[src/rtl/rob_cmplt_queue_if.sv]
// -----------------------------------------------------------------------------
// rob_cmplt_queue_if
//   Bundles the completion-queue signals between the execution units (master)
//   and the completion queue (slave). The ROB side (completed/cmplt_valid) is
//   carried in the same bundle because the queue drives it directly.
//
//   flush        master -> slave   drop every pending completion
//   src_tag      master -> slave   source s tag at [s*TAG_WIDTH +: TAG_WIDTH]
//   src_valid    master -> slave   per-source tag valid
//   src_ready    slave  -> master  per-source FIFO has room
//   completed    slave  -> ROB     slot k tag at [k*TAG_WIDTH +: TAG_WIDTH]
//   cmplt_valid  slave  -> ROB     per-slot valid, packed from bit 0
//   pending_ct   slave  -> master  tags held across all FIFOs
//   rr_ptr       slave  -> master  debug view of the arbitration start source
//
// Handshake: a tag on source s is transferred on a rising edge where
//   src_valid[s] && src_ready[s] (and flush is low). The master may raise
//   src_valid at any time; src_ready depends only on the FIFO fill level, never
//   on src_valid. There is no ready on the ROB side: every cmplt_valid bit is
//   consumed in the cycle it is shown.
// -----------------------------------------------------------------------------
interface rob_cmplt_queue_if #(
    parameter int TAG_WIDTH   = 5,
    parameter int NUM_SRC     = 4,
    parameter int SRC_DEPTH   = 4,
    parameter int CMPLT_WIDTH = 3
);
    localparam int PCW = $clog2(NUM_SRC * SRC_DEPTH + 1);
    localparam int SW  = (NUM_SRC > 1) ? $clog2(NUM_SRC) : 1;

    logic                             flush;
    logic [TAG_WIDTH*NUM_SRC-1:0]     src_tag;
    logic [NUM_SRC-1:0]               src_valid;
    logic [NUM_SRC-1:0]               src_ready;
    logic [TAG_WIDTH*CMPLT_WIDTH-1:0] completed;
    logic [CMPLT_WIDTH-1:0]           cmplt_valid;
    logic [PCW-1:0]                   pending_ct;
    logic [SW-1:0]                    rr_ptr;

    modport master (
        output flush, src_tag, src_valid,
        input  src_ready, completed, cmplt_valid, pending_ct, rr_ptr
    );

    modport slave (
        input  flush, src_tag, src_valid,
        output src_ready, completed, cmplt_valid, pending_ct, rr_ptr
    );
endinterface

[src/rtl/rob_cmplt_queue.sv]
// -----------------------------------------------------------------------------
// rob_cmplt_queue
//   Completion side of the reorder buffer. Each execution unit pushes finished
//   ROB tags into its own small FIFO; every cycle a round-robin arbiter pops up
//   to CMPLT_WIDTH non-empty FIFOs (one pop per FIFO) and registers their head
//   tags onto the ROB completion slots, packed from slot 0.
//
//   clk   in  rising-edge clock
//   rst   in  asynchronous, active-low reset
//   bus   slave side of rob_cmplt_queue_if (see that file for the signal list)
// -----------------------------------------------------------------------------
module rob_cmplt_queue #(
    parameter int TAG_WIDTH   = 5,
    parameter int NUM_SRC     = 4,
    parameter int SRC_DEPTH   = 4,
    parameter int CMPLT_WIDTH = 3
) (
    input  logic              clk,
    input  logic              rst,
    rob_cmplt_queue_if.slave  bus
);
    localparam int CTW = $clog2(SRC_DEPTH + 1);
    localparam int PW  = $clog2(SRC_DEPTH);
    localparam int SW  = (NUM_SRC > 1) ? $clog2(NUM_SRC) : 1;
    localparam int PCW = $clog2(NUM_SRC * SRC_DEPTH + 1);
    localparam int KW  = $clog2(CMPLT_WIDTH + 1);

    logic [TAG_WIDTH-1:0]             mem [NUM_SRC][SRC_DEPTH];
    logic [PW-1:0]                    rd_ptr [NUM_SRC];
    logic [PW-1:0]                    wr_ptr [NUM_SRC];
    logic [CTW-1:0]                   count [NUM_SRC];
    logic [CTW-1:0]                   count_nxt [NUM_SRC];
    logic [NUM_SRC-1:0]               ready;
    logic [NUM_SRC-1:0]               push;
    logic [NUM_SRC-1:0]               pop;
    logic [SW-1:0]                    rr_ptr;
    logic [SW-1:0]                    rr_nxt;
    logic [SW-1:0]                    last_grant;
    logic                             any_grant;
    logic [SW:0]                      scan_idx;
    logic [SW:0]                      rr_inc;
    logic [KW-1:0]                    n_grant;
    logic [TAG_WIDTH*CMPLT_WIDTH-1:0] slot_tag;
    logic [CMPLT_WIDTH-1:0]           slot_valid;
    logic [TAG_WIDTH*CMPLT_WIDTH-1:0] completed_q;
    logic [CMPLT_WIDTH-1:0]           valid_q;
    logic [PCW-1:0]                   pending_q;
    logic [PCW-1:0]                   pending_nxt;

    // Ready comes from the fill level alone, so a full FIFO refuses a push even
    // when it is being popped in the same cycle (no pass-through).
    always_comb begin
        ready = '0;
        push  = '0;
        for (int s = 0; s < NUM_SRC; s++) begin
            ready[s] = (count[s] < CTW'(SRC_DEPTH));
            push[s]  = bus.src_valid[s] & ready[s] & ~bus.flush;
        end
    end

    // Round-robin scan starting at rr_ptr. The k-th non-empty source found
    // lands in slot k, which keeps cmplt_valid packed from bit 0.
    always_comb begin
        pop        = '0;
        slot_tag   = '0;
        slot_valid = '0;
        n_grant    = '0;
        last_grant = rr_ptr;
        any_grant  = 1'b0;
        scan_idx   = '0;
        for (int i = 0; i < NUM_SRC; i++) begin
            scan_idx = {1'b0, rr_ptr} + (SW+1)'(i);
            if (scan_idx >= (SW+1)'(NUM_SRC)) begin
                scan_idx = scan_idx - (SW+1)'(NUM_SRC);
            end
            if (!bus.flush && (count[scan_idx[SW-1:0]] != '0) &&
                (n_grant < KW'(CMPLT_WIDTH))) begin
                pop[scan_idx[SW-1:0]] = 1'b1;
                slot_tag[n_grant*TAG_WIDTH +: TAG_WIDTH] =
                    mem[scan_idx[SW-1:0]][rd_ptr[scan_idx[SW-1:0]]];
                slot_valid[n_grant] = 1'b1;
                n_grant    = n_grant + KW'(1);
                last_grant = scan_idx[SW-1:0];
                any_grant  = 1'b1;
            end
        end
    end

    // Next arbitration start is the source after the last one granted.
    always_comb begin
        rr_inc = {1'b0, last_grant} + (SW+1)'(1);
        if (rr_inc >= (SW+1)'(NUM_SRC)) begin
            rr_inc = rr_inc - (SW+1)'(NUM_SRC);
        end
        rr_nxt = any_grant ? rr_inc[SW-1:0] : rr_ptr;
    end

    // Per-source fill levels and their total, registered together.
    always_comb begin
        pending_nxt = '0;
        for (int s = 0; s < NUM_SRC; s++) begin
            count_nxt[s] = count[s] + CTW'(push[s]) - CTW'(pop[s]);
            pending_nxt  = pending_nxt + PCW'(count_nxt[s]);
        end
    end

    always_ff @(posedge clk or negedge rst) begin
        if (!rst) begin
            for (int s = 0; s < NUM_SRC; s++) begin
                count[s]  <= '0;
                rd_ptr[s] <= '0;
                wr_ptr[s] <= '0;
            end
            rr_ptr      <= '0;
            completed_q <= '0;
            valid_q     <= '0;
            pending_q   <= '0;
        end else if (bus.flush) begin
            for (int s = 0; s < NUM_SRC; s++) begin
                count[s]  <= '0;
                rd_ptr[s] <= '0;
                wr_ptr[s] <= '0;
            end
            rr_ptr      <= '0;
            completed_q <= '0;
            valid_q     <= '0;
            pending_q   <= '0;
        end else begin
            for (int s = 0; s < NUM_SRC; s++) begin
                count[s] <= count_nxt[s];
                if (push[s]) begin
                    wr_ptr[s] <= wr_ptr[s] + PW'(1);
                end
                if (pop[s]) begin
                    rd_ptr[s] <= rd_ptr[s] + PW'(1);
                end
            end
            rr_ptr      <= rr_nxt;
            completed_q <= slot_tag;
            valid_q     <= slot_valid;
            pending_q   <= pending_nxt;
        end
    end

    // Tag storage needs no reset: a slot is only read once its count covers it.
    always_ff @(posedge clk) begin
        for (int s = 0; s < NUM_SRC; s++) begin
            if (push[s]) begin
                mem[s][wr_ptr[s]] <= bus.src_tag[s*TAG_WIDTH +: TAG_WIDTH];
            end
        end
    end

    assign bus.src_ready   = ready;
    assign bus.completed   = completed_q;
    assign bus.cmplt_valid = valid_q;
    assign bus.pending_ct  = pending_q;
    assign bus.rr_ptr      = rr_ptr;

endmodule

[src/flat_wrapper.sv]
// flat-port wrapper written by rule: the top's interface ports become plain ports
module rob_cmplt_queue_flat 
#(
    parameter int TAG_WIDTH   = 5,
    parameter int NUM_SRC     = 4,
    parameter int SRC_DEPTH   = 4,
    parameter int CMPLT_WIDTH = 3
)
  (clk, rst, bus_flush, bus_src_tag, bus_src_valid, bus_src_ready, bus_completed, bus_cmplt_valid, bus_pending_ct, bus_rr_ptr);
  rob_cmplt_queue_if #(.TAG_WIDTH(TAG_WIDTH), .NUM_SRC(NUM_SRC), .SRC_DEPTH(SRC_DEPTH), .CMPLT_WIDTH(CMPLT_WIDTH)) bus_i ();
  input  logic clk;
  input  logic rst;
  input wire logic [$bits(bus_i.flush)-1:0] bus_flush;
  input wire logic [$bits(bus_i.src_tag)-1:0] bus_src_tag;
  input wire logic [$bits(bus_i.src_valid)-1:0] bus_src_valid;
  output wire logic [$bits(bus_i.src_ready)-1:0] bus_src_ready;
  output wire logic [$bits(bus_i.completed)-1:0] bus_completed;
  output wire logic [$bits(bus_i.cmplt_valid)-1:0] bus_cmplt_valid;
  output wire logic [$bits(bus_i.pending_ct)-1:0] bus_pending_ct;
  output wire logic [$bits(bus_i.rr_ptr)-1:0] bus_rr_ptr;
  assign bus_i.flush = bus_flush;
  assign bus_i.src_tag = bus_src_tag;
  assign bus_i.src_valid = bus_src_valid;
  assign bus_src_ready = bus_i.src_ready;
  assign bus_completed = bus_i.completed;
  assign bus_cmplt_valid = bus_i.cmplt_valid;
  assign bus_pending_ct = bus_i.pending_ct;
  assign bus_rr_ptr = bus_i.rr_ptr;
  rob_cmplt_queue #(.TAG_WIDTH(TAG_WIDTH), .NUM_SRC(NUM_SRC), .SRC_DEPTH(SRC_DEPTH), .CMPLT_WIDTH(CMPLT_WIDTH)) u_core (.clk(clk), .rst(rst), .bus(bus_i));
endmodule
[config.mk]
export PLATFORM = sky130hd
export DESIGN_NAME = rob_cmplt_queue_flat
export DESIGN_NICKNAME = d
export VERILOG_FILES = /design/src/rtl/rob_cmplt_queue_if.sv /design/src/rtl/rob_cmplt_queue.sv /design/src/flat_wrapper.sv
export SDC_FILE = /design/constraint.sdc
export NUM_CORES = 1
export LEC_CHECK = 0
export ABC_CLOCK_PERIOD_IN_PS = 10150
export CAP_MARGIN = 5
export CORE_MARGIN = 2
export CORE_UTILIZATION = 41
export CTS_BUF_LIST = sky130_fd_sc_hd__clkbuf_16
export DETAILED_ROUTE_END_ITERATION = 12
export GPL_TIMING_DRIVEN = 0
export PLACE_DENSITY = 0.58
export RECOVER_POWER = 50
export SYNTH_ARGS = -nofsm -noshare
export SYNTH_HDL_FRONTEND = slang
export SYNTH_SLANG_ARGS = --single-unit
[constraint.sdc]
create_clock -name clk -period 10.15 [get_ports clk]
set_input_delay 1.5225 -clock clk [delete_from_list [all_inputs] [get_ports clk]]
set_output_delay 1.5225 -clock clk [all_outputs]
set_load 0.005 [all_outputs]
# After elaboration in Yosys (flattened, before gate mapping)
# Memory sizes are Yosys's and may differ from the RTL's.
# Index checks and enable logic that the tools add are counted.
[classes]
n_reduce_logical = 32
bitwise_logic = 27
n_shift = 6
add_sub_neg = 33
n_lt_le_gt_ge = 42
mux = 112
multipliers = 3
[ops]
columns = ["operator", "n"]
rows = [
  ["$neg 5->34", 3],
  ["$shift 5x34->15 const A", 3],
  ["$shiftx 5x34->15", 3],
  ["$mux 20", 4],
  ["$mux 5", 14],
  ["$mux 15", 4],
  ["$mux 2", 29],
  ["$ge 3x3->1 const B", 16],
  ["$bwmux 15", 3],
  ["$bmux 5 s2", 4],
  ["$demux 5 s2", 4],
  ["$mux 3", 12],
  ["$not 2->3", 12],
  ["$bmux 3 s2", 4],
  ["$add 2x1->2 const B", 9],
  ["$logic_and 1x1->1", 18],
  ["$lt 2x3->1 const B", 6],
  ["$reduce_bool 2->1", 9],
  ["$bmux 2 s2", 4],
  ["$mux 1", 16],
  ["$mux 4", 4],
  ["$mux 8", 2],
  ["$demux 1 s2", 7],
  ["$add 3x1->3", 4],
  ["other kinds (25)", 61],
]
[word_totals]
regBits = 53
n_memories = 1
wordCells = 272
input_bits = 27
ramBits = 80
[memory_table]
columns = ["name", "words", "word_bits", "rd", "rd_clocked_by_memory_dff", "wr", "line_no", "source"]
rows = [
  ["u_core.mem", 4, 20, 4, 0, 4, "rob_cmplt_queue.sv:28", "logic [TAG_WIDTH-1:0] mem [NUM_SRC][SRC_DEPTH];"],
]

# Depth between registers and ports, before layout
# Gate-level depths: netlist of run 1.
[logic_depth]
depth_word = 23
ltp_mapped = 32

# Least setup slack after synthesis of run 1
# No wires, ideal clock.
[synth_path]
path_type = "flip-flop to flip-flop"
from = "reg u_core.rr_ptr[0], in the netlist u_core.bus.rr_ptr[0]"
to = "reg u_core.pending_q[3], in the netlist u_core.bus.pending_ct[3]"
setup_slack_ns = 2.345
t_required_ns = 10.018
path_stages_with_launch = 31
arrival_time_ns = 7.673
path_buffers = 4
path_cell_list = "dfrtp_1 > buf_6 > inv_2 > ha_1 > buf_2 > mux4_2 > nor2_1 > ha_1 > a21o_1 > a2111oi_1 > nor2_1 > inv_2 > buf_6 > fa_1 > ha_1 > or2_2 > nor2_2 > buf_2 > a22oi_1 > nand2_1 > ha_1 > inv_1 > ha_1 > fa_1 > fa_1 > xnor2_1 > fa_1 > inv_1 > fa_1 > xnor2_1 > nor2_1"
[synth_between]
elab_chain_len = 23
elab_cells_between_ends = 85
classes_between = "16 x add/sub; 15 x order compare; 32 x mux; 7 x bitwise; 15 x reduce/logical"
[synth_lines]
columns = ["item", "line_no", "source"]
rows = [
  ["start: declaration", "rob_cmplt_queue.sv:36", "logic [SW-1:0] rr_ptr;"],
  ["start signal: assignment", "rob_cmplt_queue.sv:138", "rr_ptr <= rr_nxt;"],
  ["$ge 2x3->1 or $sub 2x1->2 (tied branches)", "rob_cmplt_queue.sv:73, rob_cmplt_queue.sv:74", ""],
  ["$mux 2", "rob_cmplt_queue.sv:73", "if (scan_idx >= (SW+1)'(NUM_SRC)) begin"],
  ["$not 2->3 (not written as such)", "rob_cmplt_queue.sv:76", "if (!bus.flush && (count[scan_idx[SW-1:0]] != '0) &&"],
  ["$bmux 3 s2", "rob_cmplt_queue.sv:76", ""],
  ["$mux 3 (not written as such) (2 in a row)", "rob_cmplt_queue.sv:76", ""],
  ["$reduce_bool 3->1", "rob_cmplt_queue.sv:76", ""],
  ["$logic_and 1x1->1", "rob_cmplt_queue.sv:76", ""],
  ["$mux 1", "rob_cmplt_queue.sv:76", ""],
  ["[6 not listed]", "n/a", ""],
  ["$lt 2x2->1", "rob_cmplt_queue.sv:77", "(n_grant < KW'(CMPLT_WIDTH))) begin"],
  ["$logic_and 1x1->1", "rob_cmplt_queue.sv:76", ""],
  ["$mux 4 (*)", "rob_cmplt_queue.sv:76", ""],
  ["$sub 3x1->3", "rob_cmplt_queue.sv:102", "count_nxt[s] = count[s] + CTW'(push[s]) - CTW'(pop[s]);"],
  ["$add 3x3->4", "rob_cmplt_queue.sv:103", "pending_nxt = pending_nxt + PCW'(count_nxt[s]);"],
  ["$add 5x3->5", "rob_cmplt_queue.sv:103", ""],
  ["$add 5x3->5 (*)", "rob_cmplt_queue.sv:103", ""],
  ["$mux 5 (*)", "rob_cmplt_queue.sv:118", "end else if (bus.flush) begin"],
  ["end signal: assignment", "rob_cmplt_queue.sv:141", "pending_q <= pending_nxt;"],
  ["end: declaration", "rob_cmplt_queue.sv:47", "logic [PCW-1:0] pending_q;"],
]
# Every way passes the cells marked *; elsewhere a longest branch is shown, timed or not. The select of a mux whose other input is x is not followed.
# A chain may end at the register's enable or synchronous reset.

# Final worst setup path of run 1
# Same ends and word-level chain as after synthesis.

==> impl_metrics.yaml, run 1 <==
routing:
  drc: 0
  ant_nets: 0
  firstDrtPassIters: 4
  route.detailed.vias_per_inst: 6.06
  drt_iter0_drc: 514
  wl_per_cell_um: 24.9
  wl_um: 25300
  vias: 6171
synthesis:
  syn_avg_cell_area_um2: 13.6
  most_frequent_cell_after_synthesis: "sky130_fd_sc_hd__mux4_2"
  synthesis.area_um2: 8890
  synth-seq-area-share: 0.420
  synth_cell_types: 55
  yosys-top-cells-count: "89 x sky130_fd_sc_hd__mux4_2, 80 x sky130_fd_sc_hd__edfxtp_1, 53 x sky130_fd_sc_hd__dfrtp_1"
  syn_inst: 655
  yosys_warnings: 0
  yosys_register_bits: 133
  asyncSetResetFlopFracSynth: 0.398
  yosys.area.top_type: "sky130_fd_sc_hd__edfxtp_1"
  synthFlopType: "sky130_fd_sc_hd__edfxtp_1"
  synth_top_cell_area_share: 0.270
  number_of_enable_type_register_cells_in_the_synthesized_netlist: 80
  synth_fp_nets: 739
  synth_area_leaders: "sky130_fd_sc_hd__edfxtp_1 27%, sky130_fd_sc_hd__mux4_2 23%, sky130_fd_sc_hd__dfrtp_1 15%, sky130_fd_sc_hd__ha_1 6.6%, sky130_fd_sc_hd__mux2i_1 2.5%"
timing:
  final.hold.worst_slack_ns: 0.573
  timing.final.crit_period_ns: 9.13
  clock.fmax_mhz: 110
  worst-slew-pin-transition_ns: 2.09
  slew_viol_final: 41
  totalNegativeSetupSlack_ns: 0
  count_of_final_setup_violators: 0
  slew_headroom: -0.392
  clock-skew-final_ns: 0.00950
  final_min_period_over_clock_period: 0.899
  grt_setup_unrepaired: "no"
  timing.final.hold_violations: 0
clocking:
  cts.reportedPaths.clkPinSlew_ns: 0.06
  cts_buffer_depth: 2
  cts_inserted_buffers: 17
  post_cts_resized: 0
  htree_num_levels: 4
  cts_root_buffer: "sky130_fd_sc_hd__clkbuf_16"
  cts_sinks: 133
  cts_hold_buf: 0
  postCtsSetupRepairBufs: 0
  worstSkewPairLatency_ns: 0.42
  tritoncts: "yes"
worst_setup_path:
  timing.critical_path.slowest_stage_cell: "sky130_fd_sc_hd__dfrtp_1"
  crit_type: "register to register"
  crit_path_end_kind: "register"
  critical-path-max-stage-delay_ns: 0.58
  worstSetupStartpointType: "register"
  timing.critical_path.max_delay_family: "adder cells"
  crit_required_ns: 10.43
  timing.critical_path.buf_inv: 8
  cp_max_fo: 10
  critical_path_arrival_ns: 9.41
floorplanning:
  total_die_area_um2: 22900
  die_x_um: 151
  die_height_um: 151
  initial_core_util: 0.420
  i_o_pin_count: 56
  number_of_placement_rows: 53
  core_area_um2: 21200
min_path:
  hold_path.class: "register to register"
pwr:
  peakVddDrop_uv: 233
  p_leak_nw: 3.90
  cellPowerDensity_nw_per_um2: 338
placed_design:
  hpwlAfterDp_um: 19600
  placement.io_buffers: 55
  routability_congestion: 0.992
layout:
  area.growth.synth_to_final_pct: 16.3
  count_of_inserted_antenna_diode_cells: 0
  fillers: 1807
  numnets_final: 814
  drive_gt1_frac: 0.226
status:
  violations_in_the_final_reports: "capacitance limit, slew limit"
  run_status: "finished with violations"
grt:
  antenna_violations_before_repair: 0
  groute.usage.overall: 0.236
  first_global_vias: 6206
  grt.overflow.total: 0
  grt_pass1_wl_um: 39000
  largest_net_degree_at_the_start_of_global_routing: 41
job:
  max_cap_viols: 1
cells by family after synthesis:
| logic type | share of synthesized area |
|---|---|
| adders and majority gates | 0.0887 |
| and+or+nand+nor | 0.0873 |
| buffers and inverters | 0.0435 |
| muxes | 0.266 |
| AOI/OAI and AO/OA | 0.0807 |
| xor gates and xnor gates | 0.0148 |
| DFF | 0.420 |
stage by stage:
stage	utilization	instance area [um^2]	worst slack, ns	instances	total power [W]
after floorplan	-	8890	2.34	655	0.00232
after global placement	0.462	9780	1.11	985	0.00288
after detailed placement	0.463	9800	1.06	986	0.00291
after CTS	0.490	10400	1.01	1018	0.00351
after global routing	0.489	10300	0.367	1018	0.00378
final	0.489	10300	1.02	1018	0.00350
worst paths after layout:
| path | start | to | slack, ns | cells past startpoint |
|---|---|---|---|---|
| max in group asynchronous | rst | u_core.bus.completed[2] | 6.55 | 2 |
| min | u_core.rd_ptr[5] | u_core.rd_ptr[5] | 0.57 | 1 |
| max reg2reg | u_core.bus.rr_ptr[0] | u_core.bus.pending_ct[3] | 1.02 | 30 |
| min reg2reg | u_core.rd_ptr[5] | u_core.rd_ptr[5] | 0.57 | 1 |
| min in group asynchronous | rst | u_core.count[2] | 1.17 | 1 |
| max | u_core.bus.rr_ptr[0] | u_core.bus.pending_ct[3] | 1.02 | 30 |
metal layers:
| layer | vias up | GRT usage | wire length, um |
|---|---|---|---|
| met1 | 3109 | 0.324 | 10700 |
| li1 | 2682 | - | - |
| met2 | 327 | 0.358 | 11600 |
| met4 | 0 | 0.0850 | 651 |
| met3 | 53 | 0.0693 | 2460 |
| met5 | - | 0 | 0 |
where the power goes:
part	internal, W	switching [W]	total, W	leakage [nW]
Sequential	0.000670	0.0000804	0.000750	1.43
Combinational	0.000986	0.00117	0.00215	2.19
Clock	0.000323	0.000269	0.000592	0.274
state kept, by name (all words and copies together), names as in the netlist:
| register | flops |
|---|---|
| u_core.mem | 80 |
| u_core.bus.completed | 15 |
| u_core.count | 12 |
| u_core.rd_ptr | 8 |
| u_core.wr_ptr | 8 |
| u_core.bus.pending_ct | 5 |
| u_core.bus.cmplt_valid | 3 |
| u_core.bus.rr_ptr | 2 |
cells in the final DEF, fill, tap and decap left out, types with 7 or more instances in the layout:
cell type and instances:
sky130_fd_sc_hd__mux4_2 89, sky130_fd_sc_hd__edfxtp_1 80, sky130_fd_sc_hd__dfrtp_1 53, sky130_fd_sc_hd__ha_1 47, sky130_fd_sc_hd__inv_1 43, sky130_fd_sc_hd__nand2_1 35
sky130_fd_sc_hd__dlygate4sd3_1 34, sky130_fd_sc_hd__nor2_1 31, sky130_fd_sc_hd__nor2b_1 22, sky130_fd_sc_hd__mux2i_1 22, sky130_fd_sc_hd__clkdlybuf4s50_1 20, sky130_fd_sc_hd__and2_1 18
sky130_fd_sc_hd__clkbuf_16 17, sky130_fd_sc_hd__buf_2 15, sky130_fd_sc_hd__a21oi_1 15, sky130_fd_sc_hd__a22oi_1 14, sky130_fd_sc_hd__xnor2_1 12, sky130_fd_sc_hd__mux2_2 12
sky130_fd_sc_hd__o21ai_0 12, sky130_fd_sc_hd__a211oi_1 11, sky130_fd_sc_hd__nand2b_1 10, sky130_fd_sc_hd__o2bb2ai_1 10, sky130_fd_sc_hd__fa_1 10, sky130_fd_sc_hd__clkbuf_1 9
sky130_fd_sc_hd__inv_6 8, sky130_fd_sc_hd__nor4_1 7
final cells by class:
cell class | count | area [um^2] | area share
multi-input cells | 441 | 4770 | 0.462
flip-flops and latches | 133 | 3730 | 0.361
repair buffers | 56 | 548 | 0.0530
clock buffers | 17 | 425 | 0.0411
well taps | 275 | 344 | 0.0333
plain buffers | 36 | 218 | 0.0211
inverters | 45 | 169 | 0.0163
clock inverters | 15 | 134 | 0.0129
worst reg2reg max path: cells and delay by family (launching register included):
kind | cells | cell delay [ns]
fa+ha+maj | 10 | 3.92
simple gates | 6 | 1.46
buf+inv | 8 | 1.43
compound gates | 3 | 0.83
flops | 1 | 0.58
mux | 1 | 0.42
xor+xnor | 2 | 0.36
No activity file was read; power rests on OpenSTA's default activity.
==> run 2: changes to the inputs <==
CORE_UTILIZATION = 55   (was 41)
PLACE_DENSITY = 0.74   (was 0.58)
SKIP_LAST_GASP = 1   (was unset)
==> impl_metrics.yaml, run 2 (synthesis results as in run 1) <==
timing:
  worst-slew-pin-transition_ns: 2.25
  grt_setup_unrepaired: "no"
  timing.final.crit_period_ns: 9.11
  slew_viol_final: 41
  slew_headroom: -0.499
  clock-skew-final_ns: 0.0108
  totalNegativeSetupSlack_ns: 0
  final_min_period_over_clock_period: 0.898
  clock.fmax_mhz: 110
  count_of_final_setup_violators: 0
  timing.final.hold_violations: 0
clocking:
  post_cts_resized: 0
  tritoncts: "yes"
  cts.reportedPaths.clkPinSlew_ns: 0.06
  cts_sinks: 133
  cts_buffer_depth: 2
  cts_inserted_buffers: 17
  cts_root_buffer: "sky130_fd_sc_hd__clkbuf_16"
  worstSkewPairLatency_ns: 0.43
  htree_num_levels: 4
  cts_hold_buf: 0
  postCtsSetupRepairBufs: 0
routing:
  drc: 0
  drt_iter0_drc: 922
  firstDrtPassIters: 8
  ant_nets: 0
  wl_um: 24500
  route.detailed.vias_per_inst: 6.63
  vias: 6353
  wl_per_cell_um: 25.6
min_path:
  hold_path.class: "register to register"
grt:
  first_global_vias: 6324
  grt_pass1_wl_um: 37700
  groute.usage.overall: 0.297
  grt.overflow.total: 0
  antenna_violations_before_repair: 0
  largest_net_degree_at_the_start_of_global_routing: 41
worst_setup_path:
  reg2reg_setup_slack_ns: 1.04
  path_depth: 29
  worst_path_most_repeated_cell: "sky130_fd_sc_hd__ha_1"
  crit_path_end_kind: "register"
  cell_count_of_the_worst_reg_to_reg_path: 29
  timing.critical_path.slowest_stage_cell: "sky130_fd_sc_hd__fa_1"
  worstSetupStartpointType: "register"
  timing.critical_path.max_delay_family: "adder cells"
  critical_path_arrival_ns: 9.40
  regToRegEndpoint: "u_core.bus.pending_ct[3]"
  critical-path-max-stage-delay_ns: 0.55
  crit_type: "register to register"
  timing.critical_path.buf_inv: 7
  cp_max_fo: 10
  crit_required_ns: 10.44
  rr_startpoint: "u_core.bus.rr_ptr[0]"
  timing.critical_path.to: "u_core.bus.pending_ct[3]"
  cp-startpoint: "u_core.bus.rr_ptr[0]"
floorplanning:
  initial_core_util: 0.562
  i_o_pin_count: 56
  die_height_um: 131
  number_of_placement_rows: 46
  core_area_um2: 15800
  die_x_um: 131
  total_die_area_um2: 17200
layout:
  count_of_inserted_antenna_diode_cells: 0
  final_cell_area_um2: 10300
  largest_reg_flops: 80
  drive_gt1_frac: 0.226
  area.growth.synth_to_final_pct: 16.0
  layout.cells.most_common: "sky130_fd_sc_hd__mux4_2"
  final_util: 0.651
  fillers: 1204
  most-common-layout-cells: "89 x sky130_fd_sc_hd__mux4_2, 80 x sky130_fd_sc_hd__edfxtp_1, 53 x sky130_fd_sc_hd__dfrtp_1"
  numnets_final: 814
pwr:
  totalPowerFinal_w: 0.00354
  p_leak_nw: 3.92
  cellPowerDensity_nw_per_um2: 344
  peakVddDrop_uv: 273
status:
  run_status: "finished with violations"
  violations_in_the_final_reports: "capacitance limit, slew limit"
placed_design:
  hpwlAfterDp_um: 18900
  dpl-instance-area_um2: 9720
  placement.io_buffers: 55
  routability_congestion: 0.997
job:
  max_cap_viols: 1
-- run 2: worst min path at each step --
| stage | start | to | cells past startpoint |
|---|---|---|---|
| floorplan | u_core.rd_ptr[7] | u_core.rd_ptr[7] | 1 |
| global placement | u_core.rd_ptr[1] | u_core.rd_ptr[1] | 1 |
| detailed placement | u_core.rd_ptr[1] | u_core.rd_ptr[1] | 1 |
| CTS | u_core.rd_ptr[1] | u_core.rd_ptr[1] | 1 |
| global route | u_core.rd_ptr[1] | u_core.rd_ptr[1] | 1 |
| finish | u_core.rd_ptr[1] | u_core.rd_ptr[1] | 1 |
-- run 2: cell type report --
cell class | count | area (um^2) | share of cell area
Clock buffer | 17 | 425 | 0.0413
Clock inverter | 14 | 174 | 0.0169
Inverter | 45 | 169 | 0.0164
Multi-Input combinational cell | 441 | 4770 | 0.463
Timing Repair Buffer | 56 | 548 | 0.0532
Tap cell | 216 | 270 | 0.0262
Sequential cell | 133 | 3730 | 0.362
Buffer | 36 | 218 | 0.0211
-- run 2: worst reg2reg max path, delay by kind of cell (launching register included) --
| family | cells | cell delay [ns] |
|---|---|---|
| buffers and inverters | 7 | 1.33 |
| XOR/XNOR | 1 | 0.18 |
| flip-flops | 1 | 0.54 |
| multiplexers | 1 | 0.42 |
| adder cells (fa/ha/maj) | 11 | 4.21 |
| AND/OR/NAND/NOR | 6 | 1.53 |
| AO/OA/AOI/OAI | 3 | 0.79 |
-- run 2: per-layer routing --
layer | track usage | part of all wire
met3 | 0.0856 | 0.11
met5 | 0 | 0
met1 | 0.412 | 0.40
met4 | 0.104 | 0.030
met2 | 0.452 | 0.46
-- run 2: through the flow --
step	hold slack, ns	instances	setup slack, ns
floorplan	0.494	655	2.34
global placement	0.529	926	1.26
detailed placement	0.556	927	1.11
CTS	0.568	958	1.06
global route	0.598	958	0.438
finish	0.568	958	1.04
-- run 2: power by group --
part           internal (W)  total (W)  switching [W]
Combinational      0.000991    0.00216        0.00117
Sequential         0.000670   0.000756      0.0000859
Clock              0.000387   0.000631       0.000244
